File: src/rtl/apple2_mem_pkg.sv
// Shared types and constants for the Apple II language-card memory path.
package apple2_mem_pkg;

  typedef enum logic [1:0] {
    StIdle,
    StReq,
    StDone
  } lc_state_e;

  typedef enum logic [2:0] {
    RegionMain,
    RegionIo,
    RegionLcRam,
    RegionRom,
    RegionDiscard
  } region_e;

  localparam logic [15:0] IO_BASE   = 16'hC000;
  localparam logic [15:0] LC_BASE   = 16'hD000;
  localparam logic [7:0]  IDLE_DATA = 8'hFF;

  // Regions that need a transaction on the shared RAM controller.
  function automatic logic needs_mem(region_e region);
    return (region == RegionMain) || (region == RegionLcRam);
  endfunction

endpackage

File: src/rtl/lc_mem_responder_if.sv
// Request/acknowledge bus between the responder and the shared RAM controller.
interface lc_mem_responder_if #(
  parameter int unsigned AW = 18
) ();

  logic          mem_req;
  logic          mem_we;
  logic [AW-1:0] mem_addr;
  logic [7:0]    mem_wdata;
  logic          mem_ack;
  logic [7:0]    mem_rdata;

  modport master (
    output mem_req, mem_we, mem_addr, mem_wdata,
    input  mem_ack, mem_rdata
  );

  modport slave (
    input  mem_req, mem_we, mem_addr, mem_wdata,
    output mem_ack, mem_rdata
  );

endinterface

File: src/rtl/lc_addr_classify.sv
// Combinational classification of a CPU access into the memory region that services it.
module lc_addr_classify
  import apple2_mem_pkg::*;
(
  input  logic [15:0] addr,
  input  logic        we,
  input  logic        card_ram_rd,
  input  logic        card_ram_we,
  output region_e     region
);

  always_comb begin
    region = RegionDiscard;
    if (addr < IO_BASE) begin
      region = RegionMain;
    end else if (addr < LC_BASE) begin
      region = RegionIo;
    end else if (!we) begin
      region = card_ram_rd ? RegionLcRam : RegionRom;
    end else begin
      // Writes to a write-protected card are dropped without a bus cycle.
      region = card_ram_we ? RegionLcRam : RegionDiscard;
    end
  end

endmodule

File: src/rtl/lc_mem_responder.sv
// Memory-side responder: routes each CPU access to RAM, ROM, I/O or discard and
// runs the request/acknowledge transaction to the shared RAM controller.
module lc_mem_responder
  import apple2_mem_pkg::*;
#(
  parameter int unsigned AW      = 18,
  parameter int unsigned TIMEOUT = 15
) (
  input  logic                      mclk28,
  input  logic                      reset_in,
  input  logic                      cpu_strobe,
  input  logic [15:0]               addr,
  input  logic                      we,
  input  logic [7:0]                din,
  input  logic [AW-1:0]             ram_addr,
  input  logic                      card_ram_rd,
  input  logic                      card_ram_we,
  input  logic [7:0]                rom_dout,
  lc_mem_responder_if.master        mem,
  output logic [7:0]                cpu_dout,
  output logic                      busy,
  output logic                      timeout_err,
  output logic                      overrun
);

  localparam int unsigned CntW = $clog2(TIMEOUT + 1);
  localparam logic [CntW-1:0] CntLast = CntW'(TIMEOUT - 1);

  lc_state_e       state_q, state_d;
  logic [CntW-1:0] cnt_q, cnt_d;
  logic            we_q, we_d;
  logic [AW-1:0]   addr_q, addr_d;
  logic [7:0]      wdata_q, wdata_d;
  logic [7:0]      dout_q, dout_d;
  logic            err_q, err_d;
  logic            ovr_q, ovr_d;
  region_e         region;

  lc_addr_classify u_classify (
    .addr        (addr),
    .we          (we),
    .card_ram_rd (card_ram_rd),
    .card_ram_we (card_ram_we),
    .region      (region)
  );

  always_comb begin
    state_d = state_q;
    cnt_d   = cnt_q;
    we_d    = we_q;
    addr_d  = addr_q;
    wdata_d = wdata_q;
    dout_d  = dout_q;
    err_d   = err_q;
    ovr_d   = ovr_q;

    unique case (state_q)
      StIdle: begin
        if (cpu_strobe) begin
          if (needs_mem(region)) begin
            state_d = StReq;
            cnt_d   = '0;
            we_d    = we;
            addr_d  = ram_addr;
            wdata_d = din;
          end else if (region == RegionRom) begin
            dout_d = rom_dout;
          end
        end
      end
      StReq: begin
        // Ack takes priority over a timeout expiring in the same cycle.
        if (mem.mem_ack) begin
          state_d = StDone;
          if (!we_q) dout_d = mem.mem_rdata;
        end else if (cnt_q == CntLast) begin
          state_d = StDone;
          err_d   = 1'b1;
          if (!we_q) dout_d = IDLE_DATA;
        end else begin
          cnt_d = cnt_q + 1'b1;
        end
      end
      StDone: state_d = StIdle;
      default: state_d = StIdle;
    endcase

    if (cpu_strobe && (state_q != StIdle)) ovr_d = 1'b1;
  end

  always_ff @(posedge mclk28 or posedge reset_in) begin
    if (reset_in) begin
      state_q <= StIdle;
      cnt_q   <= '0;
      we_q    <= 1'b0;
      addr_q  <= '0;
      wdata_q <= '0;
      dout_q  <= IDLE_DATA;
      err_q   <= 1'b0;
      ovr_q   <= 1'b0;
    end else begin
      state_q <= state_d;
      cnt_q   <= cnt_d;
      we_q    <= we_d;
      addr_q  <= addr_d;
      wdata_q <= wdata_d;
      dout_q  <= dout_d;
      err_q   <= err_d;
      ovr_q   <= ovr_d;
    end
  end

  assign mem.mem_req   = (state_q == StReq);
  assign mem.mem_we    = we_q;
  assign mem.mem_addr  = addr_q;
  assign mem.mem_wdata = wdata_q;
  assign cpu_dout      = dout_q;
  assign busy          = (state_q != StIdle);
  assign timeout_err   = err_q;
  assign overrun       = ovr_q;

endmodule

File: src/flat_wrapper.sv
// flat-port wrapper written by rule: the top's interface ports become plain ports
module lc_mem_responder_flat import apple2_mem_pkg::*;
#(
  parameter int unsigned AW      = 18,
  parameter int unsigned TIMEOUT = 15
)
  (mclk28, reset_in, cpu_strobe, addr, we, din, ram_addr, card_ram_rd, card_ram_we, rom_dout, cpu_dout, busy, timeout_err, overrun, mem_mem_req, mem_mem_we, mem_mem_addr, mem_mem_wdata, mem_mem_ack, mem_mem_rdata);
  lc_mem_responder_if #(.AW(AW)) mem_i ();
  input  logic mclk28;
  input  logic reset_in;
  input  logic cpu_strobe;
  input  logic [15:0] addr;
  input  logic we;
  input  logic [7:0] din;
  input  logic [AW-1:0] ram_addr;
  input  logic card_ram_rd;
  input  logic card_ram_we;
  input  logic [7:0] rom_dout;
  output logic [7:0] cpu_dout;
  output logic busy;
  output logic timeout_err;
  output logic overrun;
  output wire logic [$bits(mem_i.mem_req)-1:0] mem_mem_req;
  output wire logic [$bits(mem_i.mem_we)-1:0] mem_mem_we;
  output wire logic [$bits(mem_i.mem_addr)-1:0] mem_mem_addr;
  output wire logic [$bits(mem_i.mem_wdata)-1:0] mem_mem_wdata;
  input wire logic [$bits(mem_i.mem_ack)-1:0] mem_mem_ack;
  input wire logic [$bits(mem_i.mem_rdata)-1:0] mem_mem_rdata;
  assign mem_mem_req = mem_i.mem_req;
  assign mem_mem_we = mem_i.mem_we;
  assign mem_mem_addr = mem_i.mem_addr;
  assign mem_mem_wdata = mem_i.mem_wdata;
  assign mem_i.mem_ack = mem_mem_ack;
  assign mem_i.mem_rdata = mem_mem_rdata;
  lc_mem_responder #(.AW(AW), .TIMEOUT(TIMEOUT)) u_core (.mclk28(mclk28), .reset_in(reset_in), .cpu_strobe(cpu_strobe), .addr(addr), .we(we), .din(din), .ram_addr(ram_addr), .card_ram_rd(card_ram_rd), .card_ram_we(card_ram_we), .rom_dout(rom_dout), .mem(mem_i), .cpu_dout(cpu_dout), .busy(busy), .timeout_err(timeout_err), .overrun(overrun));
endmodule
File: config.mk
export PLATFORM = sky130hd
export DESIGN_NAME = lc_mem_responder_flat
export DESIGN_NICKNAME = d
export VERILOG_FILES = /design/src/rtl/apple2_mem_pkg.sv /design/src/rtl/lc_mem_responder_if.sv /design/src/rtl/lc_addr_classify.sv /design/src/rtl/lc_mem_responder.sv /design/src/flat_wrapper.sv
export SDC_FILE = /design/constraint.sdc
export NUM_CORES = 1
export LEC_CHECK = 0
export ABC_AREA = 1
export BUFFER_PORTS_ARGS = -buffer_cell sky130_fd_sc_hd__buf_2
export CORE_ASPECT_RATIO = 0.5
export CORE_MARGIN = 1.5
export CORE_UTILIZATION = 41
export CTS_CLUSTER_SIZE = 10
export DETAILED_ROUTE_END_ITERATION = 10
export GPL_TIMING_DRIVEN = 1
export PLACE_DENSITY_LB_ADDON = 0.15
export SLEW_MARGIN = 40
export SYNTH_ARGS = -nofsm -noshare
export SYNTH_HDL_FRONTEND = slang
export SYNTH_SLANG_ARGS = --single-unit
File: constraint.sdc
create_clock -name mclk28 -period 1.3 [get_ports mclk28]
set_input_delay 0.195 -clock mclk28 [delete_from_list [all_inputs] [get_ports mclk28]]
set_output_delay 0.195 -clock mclk28 [all_outputs]
set_load 0.01 [all_outputs]
# ---- After elaboration in Yosys (flattened, before gate mapping)
# Cells that the tools add are included.
dict set report classes {
  n_reduce_logical 11
  magnitude_cmp 2
  eq_ne 12
  n_addsub 1
  n_mux 23
  bitwise 1
}
# cell n
set op_table {}
lappend op_table {{$mux W8} 7}
lappend op_table {{$lt A16 B16 Y1 const B} 2}
lappend op_table {{$mux W4} 4}
lappend op_table {{$pmux W8 S2} 1}
lappend op_table {{$mux W3} 4}
lappend op_table {{$ne A2 B2 Y1 const B} 5}
lappend op_table {{$reduce_and A3 Y1} 3}
lappend op_table {{$mux W2} 4}
lappend op_table {{$pmux W4 S2} 1}
lappend op_table {{$eq A3 B2 Y1 const B} 2}
lappend op_table {{$reduce_and A6 Y1} 1}
lappend op_table {{$reduce_and A5 Y1} 1}
lappend op_table {{$add A4 B1 Y4 const B} 1}
lappend op_table {{$eq A4 B4 Y1 const B} 1}
lappend op_table {{$ne A2 B1 Y1 const B} 2}
lappend op_table {{$pmux W2 S2} 1}
lappend op_table {{$reduce_bool A2 Y1} 2}
lappend op_table {{$logic_not A3 Y1} 1}
lappend op_table {{$ne A3 B1 Y1 const B} 1}
lappend op_table {{$eq A2 B1 Y1 const B} 1}
lappend op_table {{$logic_not A2 Y1} 1}
lappend op_table {{$logic_and A1 B1 Y1} 1}
lappend op_table {{$logic_or A1 B1 Y1} 1}
lappend op_table {{$mux W1} 1}
lappend op_table {{$not A1 Y1} 1}
dict set report totals {
  in_bits 65
  elab_cells 58
  output_inout_bits 39
  regBits 43
}

# ---- Longest topological paths before layout
# Gate-level depths: netlist (run 1).
dict set report logic_depth {
  ltp_word 9
  mapped_depth 8
  depth_no_buf 8
}

# ---- Cells and area by module
# From an unflattened synthesis (run 1), not the netlist that was laid out.
dict set report unflattened {
  hier_cells 267
  area_unflattened_um2 2110.8
}
# mod area_per_inst_um2 seq_area_each_um2 cells_each instances
set by_module_without_submodules {}
lappend by_module_without_submodules {lc_mem_responder 2052.0 1086.0 252 1}
lappend by_module_without_submodules {lc_addr_classify 58.8 0.0 15 1}

# ---- Worst setup path before layout (run 1)
# OpenSTA, ideal clock, no wires.
dict set report synth_timing {
  path_type {register to register}
  start {reg u_core.state_q[0]}
  end {reg u_core.cnt_q[2]}
  setup_ns 0.117
  slack_ns 0.031
  synth_period_minus_slack_ns 1.269
  stages_incl_launch_ff 8
  arrival_ns 1.152
  cell_sequence {dfrtp_1 > nor2_4 > nand2_4 > nor2_8 > nand2_2 > buf_4 > nand3_1 > nand2_1}
}
dict set report synth_between {
  elab_chain_len 3
  word_cells_on_any_way 9
}
# element line_no
set synth_rtl {}
lappend synth_rtl {{start, declared} lc_mem_responder.sv:29} ;# lc_state_e state_q, state_d;
lappend synth_rtl {{start signal, assigned} lc_mem_responder.sv:93} ;# state_q <= StIdle;
lappend synth_rtl {{start signal, assigned} lc_mem_responder.sv:102} ;# state_q <= state_d;
lappend synth_rtl {{$eq A2 B1 Y1 / $logic_not A2 Y1 (equally long branches)} lc_mem_responder.sv:57} ;# unique case (state_q)
lappend synth_rtl {{$ne A2 B2 Y1 (no source line), or another cell as far along} n/a}
lappend synth_rtl {{$reduce_and A5 Y1 (no source line)} n/a}
lappend synth_rtl {{end signal, assigned} lc_mem_responder.sv:103} ;# cnt_q <= cnt_d;
lappend synth_rtl {{end, declared} lc_mem_responder.sv:30} ;# logic [CntW-1:0] cnt_q, cnt_d;
# Parallel ways exist; a longest one is shown, timed or not.
# A chain may end at the register's enable or synchronous reset.

# ---- Worst setup path after layout (run 1)
# Same ends and word-level chain as after synthesis.

==> metrics.md, run 1 <==
| Metric | Value |
|---|---|
| Dpl cell area | `2720 um2` |
| Vias in the first global route | `1765` |
| Pwr dens | `2130 nW/um2` |
| Setup TNS | `-627 ps` |
| TritonCTS clock tree | `yes` |
| Syn avg cell area | `8.04 um2` |
| Dpl cells | `429` |
| Core area | `4890 um2` |
| Post-Syn Area | `2070 um2` |
| Min cycle time layout | `1350 ps` |
| Synth Warn # | `0` |
| # Max-Cap Violations | `0` |
| Top cell type's share of synthesized area | `0.424` |
| Final Max Tran Viols | `0` |
| Synth area leader | `dfrtp_1` |
| Largest net degree at the start of global routing | `25` |
| Boundary pin count | `104` |
| Worst slew pin tran | `318 ps` |
| Syn_nets | `324` |
| Commonest non-fill, non-tap cell in the layout | `nand2_1` |
| Worst skew pair latency | `290 ps` |
| Type of origin of the critical path | `register` |
| Vias | `2056` |
| Width of the chip | `103 um` |
| Final #Nets | `439` |
| Status | `finished with violations` |
| Root buf cell | `clkbuf_8` |
| Hold/Removal Path Class | `primary input to register` |
| Worst vdd ir | `0.951 mV` |
| Final Util | `0.614` |
| Wire length of the first global-routing pass | `7760 um` |
| Final WS setup | `-46.3 ps` |
| Routed Antenna Nets | `0` |
| Via density | `4.64` |
| Crit path required time | `1530 ps` |
| Initial antenna violation count | `0` |
| Met2 WL | `2380 um` |
| Routed wire per std cell | `11.4 um` |
| Clock skew | `1.47 ps` |
| Arrival @ worst endpoint | `1580 ps` |
| Tcrit/Tclk final | `1.04` |
| Fin cells | `443` |
| Metal-1 WL | `2330 um` |
| Slew HR | `0.788` |
| Drc violations | `0` |
| IO buf count | `91` |
| Fraction of layout cells with a size suffix above 1 | `0.426` |
| Fmax | `743 MHz` |
| Failing checks | `setup timing` |
| Total GRT Usage | `0.190` |
| Setup CP Type | `register to register` |
| Syn Inst Count | `257` |
| Top sig layer | `met4` |
| Hold Vio Cnt, Final | `0` |
| CTS Buf Count | `5` |
| Distinct cells, synth | `25` |
| WL met3 | `321 um` |
| Die ar. | `5500 um2` |
| H-Tree Depth | `2` |
| Most frequent cells in the layout | `113 x nand2_1, 89 x buf_2, 35 x dfrtp_1, 27 x nand3_1` |
| DP Worst Slack | `-80.0 ps` |
| Ant diodes | `0` |
| Global route overflow | `0` |
| Unrepaired setup endpoints after global routing | `true` |
| Worst-path clk slew | `80 ps` |
| Crit path capture type | `register` |
| Routed WL | `5070 um` |
| Synth area leaders | `dfrtp_1 42%, nand2_1 22%, dfstp_2 10%` |
| Core Rows | `18` |
| Longest Clk Path Bufs | `2` |
| Final setup viols | `33` |
| Initial Utilization | `0.423` |
| CTS sink count | `43` |
| Die Span Y | `53.2 um` |
| Placer's final routability congestion estimate | `0.809` |
| Pre-antenna DRT Iters | `4` |
| FF+latch count, synth | `43` |
| Seq/Total Area, Yosys | `0.525` |
| Area Overhead vs Synth | `45.2%` |
| DP HPWL | `3500 um` |
| Largest fanout on the critical path | `5` |
| FILL cells | `454` |
| Static Leak | `1.71 nW` |
| Initial drt markers | `68` |
| Cell area after layout | `3000 um2` |
-- cell usage after synthesis, drive strengths merged --
cell type,count
nor2,8
a21o,1
dfstp,8
nand4,10
o21bai,2
nand3,34
xnor2,1
ha,2
dfrtp,35
o21ai,2
buf,8
clkbuf,3
inv,21
or2,1
nand2,121
-- where the power goes --
part           switching (mW)  internal, mW  leakage, nW  total (mW)
registers               0.338          2.00        0.522        2.34
clock network           0.453         0.376       0.0412       0.829
logic                    1.78          1.45         1.15        3.22
-- cell families after synthesis --
logic type,Yosys count,synth area share
xor gates and xnor gates,1,0.00424
adders and majority gates,2,0.0121
buffers and inverters,32,0.0648
DFF,43,0.525
AOI/OAI and AO/OA,5,0.0212
and+or+nand+nor,174,0.372
-- repair_timing --
action,CTS,global route
pin swaps,5,10
gates resized for setup,20,15
setup buffers,3,1
endpoints found under the hold margin,35,0
endpoints found under the setup margin,28,41
hold buffers,1,0
gates cloned,1,0
-- worst max-delay path: stages, from the launching register on --
cell,delay [ps]
dfrtp_1,410
buf_6,130
nor2_4,120
nand2_4,100
nor2_8,120
nand2_4,80
buf_6,140
nand2_4,70
nand2_2,60
nand2_2,50
-- worst paths after layout --
| check | start | to | slack, ps | cells past startpoint |
|---|---|---|---|---|
| setup reg to reg | u_core.state_q[0]$_DFFE_PP0P_ | u_core.cnt_q[2]$_DFFE_PP0P_ | -50 | 9 |
| min in group asynchronous | reset_in | u_core.mem.mem_addr[8]$_DFFE_PP0P_ | 470 | 4 |
| max in group asynchronous | reset_in | u_core.cpu_dout[5]$_DFFE_PP1P_ | 500 | 4 |
| setup / recovery | u_core.state_q[0]$_DFFE_PP0P_ | u_core.cnt_q[2]$_DFFE_PP0P_ | -50 | 9 |
| hold / removal | ram_addr[15] | u_core.mem.mem_addr[15]$_DFFE_PP0P_ | 130 | 3 |
| hold reg to reg | u_core.overrun$_DFFE_PP0P_ | u_core.overrun$_DFFE_PP0P_ | 450 | 1 |
-- stage by stage --
step | total power [mW] | hold slack (ps)
after floorplan | 3.95 | 316
after global placement | 5.06 | 254
after detailed placement | 5.12 | 255
after CTS | 6.27 | 118
after global routing | 6.91 | 123
final | 6.39 | 131
-- final cells by class --
cell class	instances	area, um2	share of cell area
flip-flops and latches	43	1090	0.362
multi-input cells	183	945	0.315
repair buffers	118	719	0.240
well taps	70	87.6	0.0292
inverters	21	78.8	0.0263
clock buffers	6	72.6	0.0242
clock inverters	2	12.5	0.00417
-- routing by layer --
layer  vias up  global-route usage
met3         6              0.0555
met2        67               0.328
li1       1039                   -
met5         -                   0
met4         0              0.0473
met1       944               0.237
-- registers in the layout (all words and copies together) (netlist names) --
| register | cells |
|---|---|
| u_core.mem.mem_addr | 18 |
| u_core.cpu_dout | 8 |
| u_core.mem.mem_wdata | 8 |
| u_core.cnt_q | 4 |
| u_core.state_q | 2 |
| u_core.mem.mem_we | 1 |
| u_core.overrun | 1 |
| u_core.timeout_err | 1 |
No activity file was read; power rests on OpenSTA's default activity.
==> run 2, diff against run 1 <==
- CORE_ASPECT_RATIO: 0.5 -> unset
==> run 2 against run 1 <==
  * The run still ends with setup timing left
  * Register-to-register slack is essentially flat
  * Non-clock buffer count fell by 1
  * Sequential cell count unchanged
  * Critical endpoint is now busy
==> metrics.md, run 2 (synthesis gave the netlist of run 1 again) <==
| Metric | Value |
|---|---|
| Longest Clk Path Bufs | `2 (unchanged)` |
| Hold Vio Cnt, Final | `0 (unchanged)` |
| Final #Nets | `437 (-0.46%)` |
| Min cycle time layout | `1360 ps (+14.0 ps)` |
| Largest fanout on the critical path | `4 (-1)` |
| Boundary pin count | `104 (unchanged)` |
| Vias | `2042 (-0.68%)` |
| Tcrit/Tclk final | `1.05 (+0.0108)` |
| Slew HR | `0.784 (-0.00424)` |
| Most frequent cells in the layout | `89 x buf_2, 81 x nand2_1, 33 x dfrtp_1, 28 x nand3_1, 26 x nand2_2` |
| Drc violations | `0 (unchanged)` |
| Die Span Y | `74 um (+39%)` |
| Failing checks | `setup timing` |
| Final setup viols | `36 (+9.1%)` |
| TritonCTS clock tree | `yes` |
| Largest net degree at the start of global routing | `27 (+8.0%)` |
| Cell area after layout | `3200 um2 (+6.7%)` |
| Area Overhead vs Synth | `54.9%` |
| Global route overflow | `0 (unchanged)` |
| Critical Path Start | `u_core.state_q[0]$_DFFE_PP0P_` |
| Routed Antenna Nets | `0 (unchanged)` |
| Dpl cells | `421 (-1.9%)` |
| Routed wire per std cell | `12.4 um (+8.0%)` |
| Root buf cell | `clkbuf_8` |
| Worst slew pin tran | `324 ps (+6.36 ps)` |
| Status | `finished with violations` |
| CTS Buf Count | `5 (unchanged)` |
| Setup CP Type | `register to output pin` |
| Core area | `4790 um2 (-2.1%)` |
| Placer's final routability congestion estimate | `0.767 (-5.2%)` |
| Initial drt markers | `85 (+25%)` |
| Via density | `4.66 (+0.45%)` |
| Ant diodes | `0 (unchanged)` |
| Total GRT Usage | `0.181 (-0.00896)` |
| Type of origin of the critical path | `register` |
| Fin cells | `438 (-1.1%)` |
| Commonest non-fill, non-tap cell in the layout | `buf_2` |
| Pre-antenna DRT Iters | `4 (unchanged)` |
| Die ar. | `5480 um2 (-0.48%)` |
| IO buf count | `91 (unchanged)` |
| Crit path capture type | `output pin` |
| Initial antenna violation count | `0 (unchanged)` |
| Worst skew pair latency | `300 ps (about the same)` |
| CTS sink count | `43 (unchanged)` |
| Final WS setup | `-60.4 ps (-14.0 ps)` |
| Design Power | `7.04 mW (+10%)` |
| Final Util | `0.669 (+0.0548)` |
| Clock skew | `6.58 ps (+5.11 ps)` |
| Width of the chip | `74 um (-28%)` |
| Fraction of layout cells with a size suffix above 1 | `0.518 (+0.0912)` |
| DP Worst Slack | `-17.6 ps (+62.3 ps)` |
| Final Max Tran Viols | `0 (unchanged)` |
| Hold/Removal Path Class | `primary input to register` |
| Vias in the first global route | `1811 (+2.6%)` |
| Worst-path clk slew | `80 ps (about the same)` |
| Core Rows | `25 (+7)` |
| Hold Crit Start | `din[5]` |
| Max reg flops | `18 (unchanged)` |
| Wire length of the first global-routing pass | `7740 um (-0.27%)` |
| # Max-Cap Violations | `0 (unchanged)` |
| Critical register-to-register path startpoint | `u_core.state_q[0]$_DFFE_PP0P_` |
| Pwr dens | `2200 nW/um2 (+3.3%)` |
| Dpl cell area | `2700 um2 (-0.60%)` |
| Arrival @ worst endpoint | `1170 ps (-410 ps)` |
| Initial Utilization | `0.432 (+0.00896)` |
| Routed WL | `5410 um (+6.8%)` |
| H-Tree Depth | `2 (unchanged)` |
| Static Leak | `1.76 nW (+3.3%)` |
| Crit path required time | `1110 ps (-420 ps)` |
| DP HPWL | `3440 um (-1.6%)` |
| Worst vdd ir | `1.17 mV (+23%)` |
| Unrepaired setup endpoints after global routing | `true` |
| Fmax | `735 MHz (-1.0%)` |
[run 2: worst max-delay path, cell delays in order, from the launching register on]
cell	delay [ps]
dfrtp_2	460
nor2_4	160
buf_6	120
inv_4	30
buf_6	100
[run 2: where the power goes]
| group | internal [mW] | leakage [nW] | switching (mW) |
|---|---|---|---|
| Clock | 0.376 | 0.0412 | 0.467 |
| Combinational | 1.75 | 1.20 | 1.94 |
| Sequential | 2.01 | 0.519 | 0.498 |
| Total | 4.13 | 1.76 | 2.91 |
[run 2: repair_timing]
action,in CTS,in global routing
hold buffers,1,0
resized for setup,11,70
endpoints found under the setup margin,19,41
hold endpoints to repair,35,0
pin swaps,1,11
gates cloned,0,4
setup buffers,2,2
[run 2: layout make-up]
type                    count  area (um2)
repair buffers            117         778
clock inverters             2        12.5
well taps                  67        83.8
flip-flops and latches     43        1090
fillers                   432        1580
inverters                  21        81.3
clock buffers               6        72.6
multi-input cells         182        1080
[run 2: final timing paths]
path                                                       endpoint  slack (ps)  cells past startpoint
max in group asynchronous        u_core.mem.mem_addr[6]$_DFFE_PP0P_         550                      4
worst max register to register   u_core.mem.mem_addr[0]$_DFFE_PP0P_         -40                      7
worst min-delay path            u_core.mem.mem_wdata[5]$_DFFE_PP0P_         120                      3
worst min register to register       u_core.cpu_dout[5]$_DFFE_PP1P_         460                      2
worst max-delay path                                           busy         -60                      4
min in group asynchronous               u_core.cnt_q[3]$_DFFE_PP0P_         460                      4
[run 2: routing by layer]
metal | up-vias | GRT usage | share of wire
li1 | 1030 | - | -
met1 | 946 | 0.226 | 0.43
met2 | 59 | 0.306 | 0.50
met3 | 7 | 0.0501 | 0.053
met4 | 0 | 0.0576 | 0.010
met5 | - | 0 | 0
[run 2: through the flow]
step | hold WS, ps | TNS [ps]
after CTS | 114 | -126
after floorplan | 316 | 0
after detailed placement | 233 | -137
after global routing | 115 | -3070
final | 120 | -1020
after global placement | 236 | -1.08
==> run 3, diff against run 2 <==
- CORE_MARGIN: 1.5 -> unset
- CORE_UTILIZATION: 41 -> 49
- TNS_END_PERCENT: unset -> 5
- clock period: 1.3 -> 1.7 ns (I/O delays scaled with it)
==> run 3 against run 2 <==
  * The run now ends clean
  * Clock power fell by 26%
  * Combinational power is 48% lower
  * Critical path depth up 3
==> metrics.md, run 3 (synthesis gave the netlist of run 1 again) <==
| Metric | Value |
|---|---|
| Wire length of the first global-routing pass | `7200 um (-7.0%)` |
| Vias in the first global route | `1600 (-12%)` |
| # Max-Cap Violations | `0 (unchanged)` |
| Setup TNS | `0 ps (+1020 ps)` |
| H-Tree Depth | `2 (unchanged)` |
| FILL cells | `354 (-18%)` |
| Pwr dens | `1620 nW/um2 (-26%)` |
| Longest Clk Path Bufs | `2 (unchanged)` |
| Worst slew pin tran | `497 ps (+173 ps)` |
| Crit path required time | `1930 ps (+820 ps)` |
| Reg power frac | `0.412 (+0.056)` |
| Final Max Tran Viols | `0 (unchanged)` |
| Clock skew | `6.20 ps (-0.378 ps)` |
| Boundary pin count | `104 (unchanged)` |
| Worst path cell trace | `inv_1 > ha_1 > nand3_1 > nand3_2 > nand3_2 > nand2_1 > nand2_1` |
| Vias | `1894 (-7.2%)` |
| Tcrit/Tclk final | `0.911` |
| CP max stage delay | `400 ps (-60 ps)` |
| Dpl cells | `394 (-6.4%)` |
| Initial drt markers | `117 (+38%)` |
| Status | `complete, no violations` |
| Largest fanout on the critical path | `16 (+12)` |
| Arrival @ worst endpoint | `1780 ps (+610 ps)` |
| Pre-antenna DRT Iters | `4 (unchanged)` |
| Min cycle time layout | `1550 ps` |
| Fin cells | `403 (-8.0%)` |
| Design Power | `4.35 mW (-38%)` |
| Largest net degree at the start of global routing | `27 (unchanged)` |
| Worst vdd ir | `0.744 mV (-37%)` |
| Static Leak | `1.59 nW (-9.9%)` |
| Internal power | `2.58 mW (-38%)` |
| Hold Vio Cnt, Final | `0 (unchanged)` |
| Slowest CP cell | `dfrtp_1` |
| Routed WL | `4440 um (-18%)` |
| DP HPWL | `3170 um (-8.0%)` |
| CTS sink count | `43 (unchanged)` |
| Root buf cell | `clkbuf_8` |
| Slew HR | `0.667 (-0.117)` |
| Unrepaired setup endpoints after global routing | `false` |
| CTS Buf Count | `5 (unchanged)` |
| Placer's final routability congestion estimate | `0.771 (+0.48%)` |
| Die Span Y | `67.0 um (-9.5%)` |
| Worst Path Buf+Inv | `1 (-2)` |
| Final setup viols | `0 (-100%)` |
| IO buf count | `91 (unchanged)` |
| Delay-heaviest family, CP | `simple AND/OR/NAND/NOR gates` |
| Routed Antenna Nets | `0 (unchanged)` |
| Area Overhead vs Synth | `30.1%` |
| Hold/Removal Path Class | `primary input to register` |
| Die ar. | `4480 um2 (-18%)` |
| Worst skew pair latency | `290 ps (about the same)` |
| Via density | `4.70 (+0.81%)` |
| Comb pwr share | `0.445 (-0.079)` |
| Fmax | `646 MHz` |
| Commonest non-fill, non-tap cell in the layout | `nand2_1` |
| Switch share | `0.407 (-0.00557)` |
| Part of the power in the clock network | `0.143 (+0.023)` |
| Routed wire per std cell | `11.0 um (-11%)` |
| TritonCTS clock tree | `yes` |
| Initial antenna violation count | `0 (unchanged)` |
| Drc violations | `0 (unchanged)` |
| Fraction of layout cells with a size suffix above 1 | `0.348 (-0.169)` |
| Final #Nets | `419 (-4.1%)` |
| Worst-path clk slew | `80 ps (about the same)` |
| Width of the chip | `67.0 um (-9.5%)` |
| Type of origin of the critical path | `register` |
| Ant diodes | `0 (unchanged)` |
| NetSw | `1.77 mW (-39%)` |
| Core area | `4030 um2 (-16%)` |
| Core Rows | `23 (-8.0%)` |
| Max reg flops | `18 (unchanged)` |
| CTS resizes | `0 (-11)` |
| Final Util | `0.668 (-0.00132)` |
| Global route overflow | `0 (unchanged)` |
| Crit path capture type | `register` |
| Setup CP Type | `register to register` |
| Most frequent cells in the layout | `119 x nand2_1, 91 x buf_2, 35 x dfrtp_1, 32 x nand3_1, 18 x inv_1` |
| Total GRT Usage | `0.216 (+0.0346)` |
| Initial Utilization | `0.513 (+0.0811)` |
## run 3: changes by cell type in the layout (fill, tap and decap cells not counted), moves of 3 or more
cell	before	now
buf_6	8	0
buf_4	13	6
nand3_4	3	0
nand3_1	28	32
clkbuf_16	3	0
nand2_4	13	1
inv_1	15	18
nand2_2	26	1
nand2_1	81	119
## run 3: worst reg2reg max path: cells and delay by family (launching register included)
kind | cells | cell delay [ps]
adders and majority gates | 1 | 200
buffers and inverters | 1 | 90
DFF | 1 | 400
and+or+nand+nor | 5 | 810
## run 3: timing repair
item	in CTS	in global routing
endpoints found under the hold margin	5	0
hold buffers	1	0
endpoints found under the setup margin	0	0
setup buffers	0	0
## run 3: area by class of cell
cell class	count	area [um2]	area share
timing repair buffer	99	531	0.197
clock buffer	6	72.6	0.0270
sequential	43	1090	0.404
inverter	21	78.8	0.0293
clock inverter	2	12.5	0.00465
tap	50	62.6	0.0233
multi-input combinational	182	847	0.315
## run 3: routing by layer
layer / GRT usage / vias up / share of wire
li1: - / 995 / -
met1: 0.282 / 832 / 0.47
met2: 0.348 / 61 / 0.46
met3: 0.0514 / 6 / 0.055
met4: 0.0718 / 0 / 0.014
met5: 0 / - / 0
## run 3: path summary, 6_finish.rpt
path / startpoint / slack, ps / cells after the start / to
worst max-delay path: u_core.cnt_q[0]$_DFFE_PP0P_ / 150 / 7 / u_core.cpu_dout[2]$_DFFE_PP1P_
worst min-delay path: ram_addr[13] / 180 / 3 / u_core.mem.mem_addr[13]$_DFFE_PP0P_
worst max register to register: u_core.cnt_q[0]$_DFFE_PP0P_ / 150 / 7 / u_core.cpu_dout[2]$_DFFE_PP1P_
worst min register to register: u_core.cpu_dout[7]$_DFFE_PP1P_ / 460 / 2 / u_core.cpu_dout[7]$_DFFE_PP1P_
max in group asynchronous: reset_in / 660 / 4 / u_core.mem.mem_addr[9]$_DFFE_PP0P_
min in group asynchronous: reset_in / 460 / 3 / u_core.cnt_q[2]$_DFFE_PP0P_
## run 3: per-stage QoR
step | setup slack (ps) | area [um2] | hold slack (ps)
after floorplan | 431 | 2070 | 376
after global placement | 174 | 2590 | 244
after detailed placement | 175 | 2590 | 247
after CTS | 150 | 2690 | 176
after global routing | 15.2 | 2690 | 169
final | 151 | 2690 | 181
## run 3: power by group through the flow
stage               registers, mW  clock network [mW]  logic [mW]
floorplan                    2.00                   0        1.03
detailed placement           1.80                   0        1.96
global route                 1.86               0.690        2.21
global placement             1.80                   0        1.92
CTS                          1.80               0.644        1.96
finish                       1.79               0.623        1.93
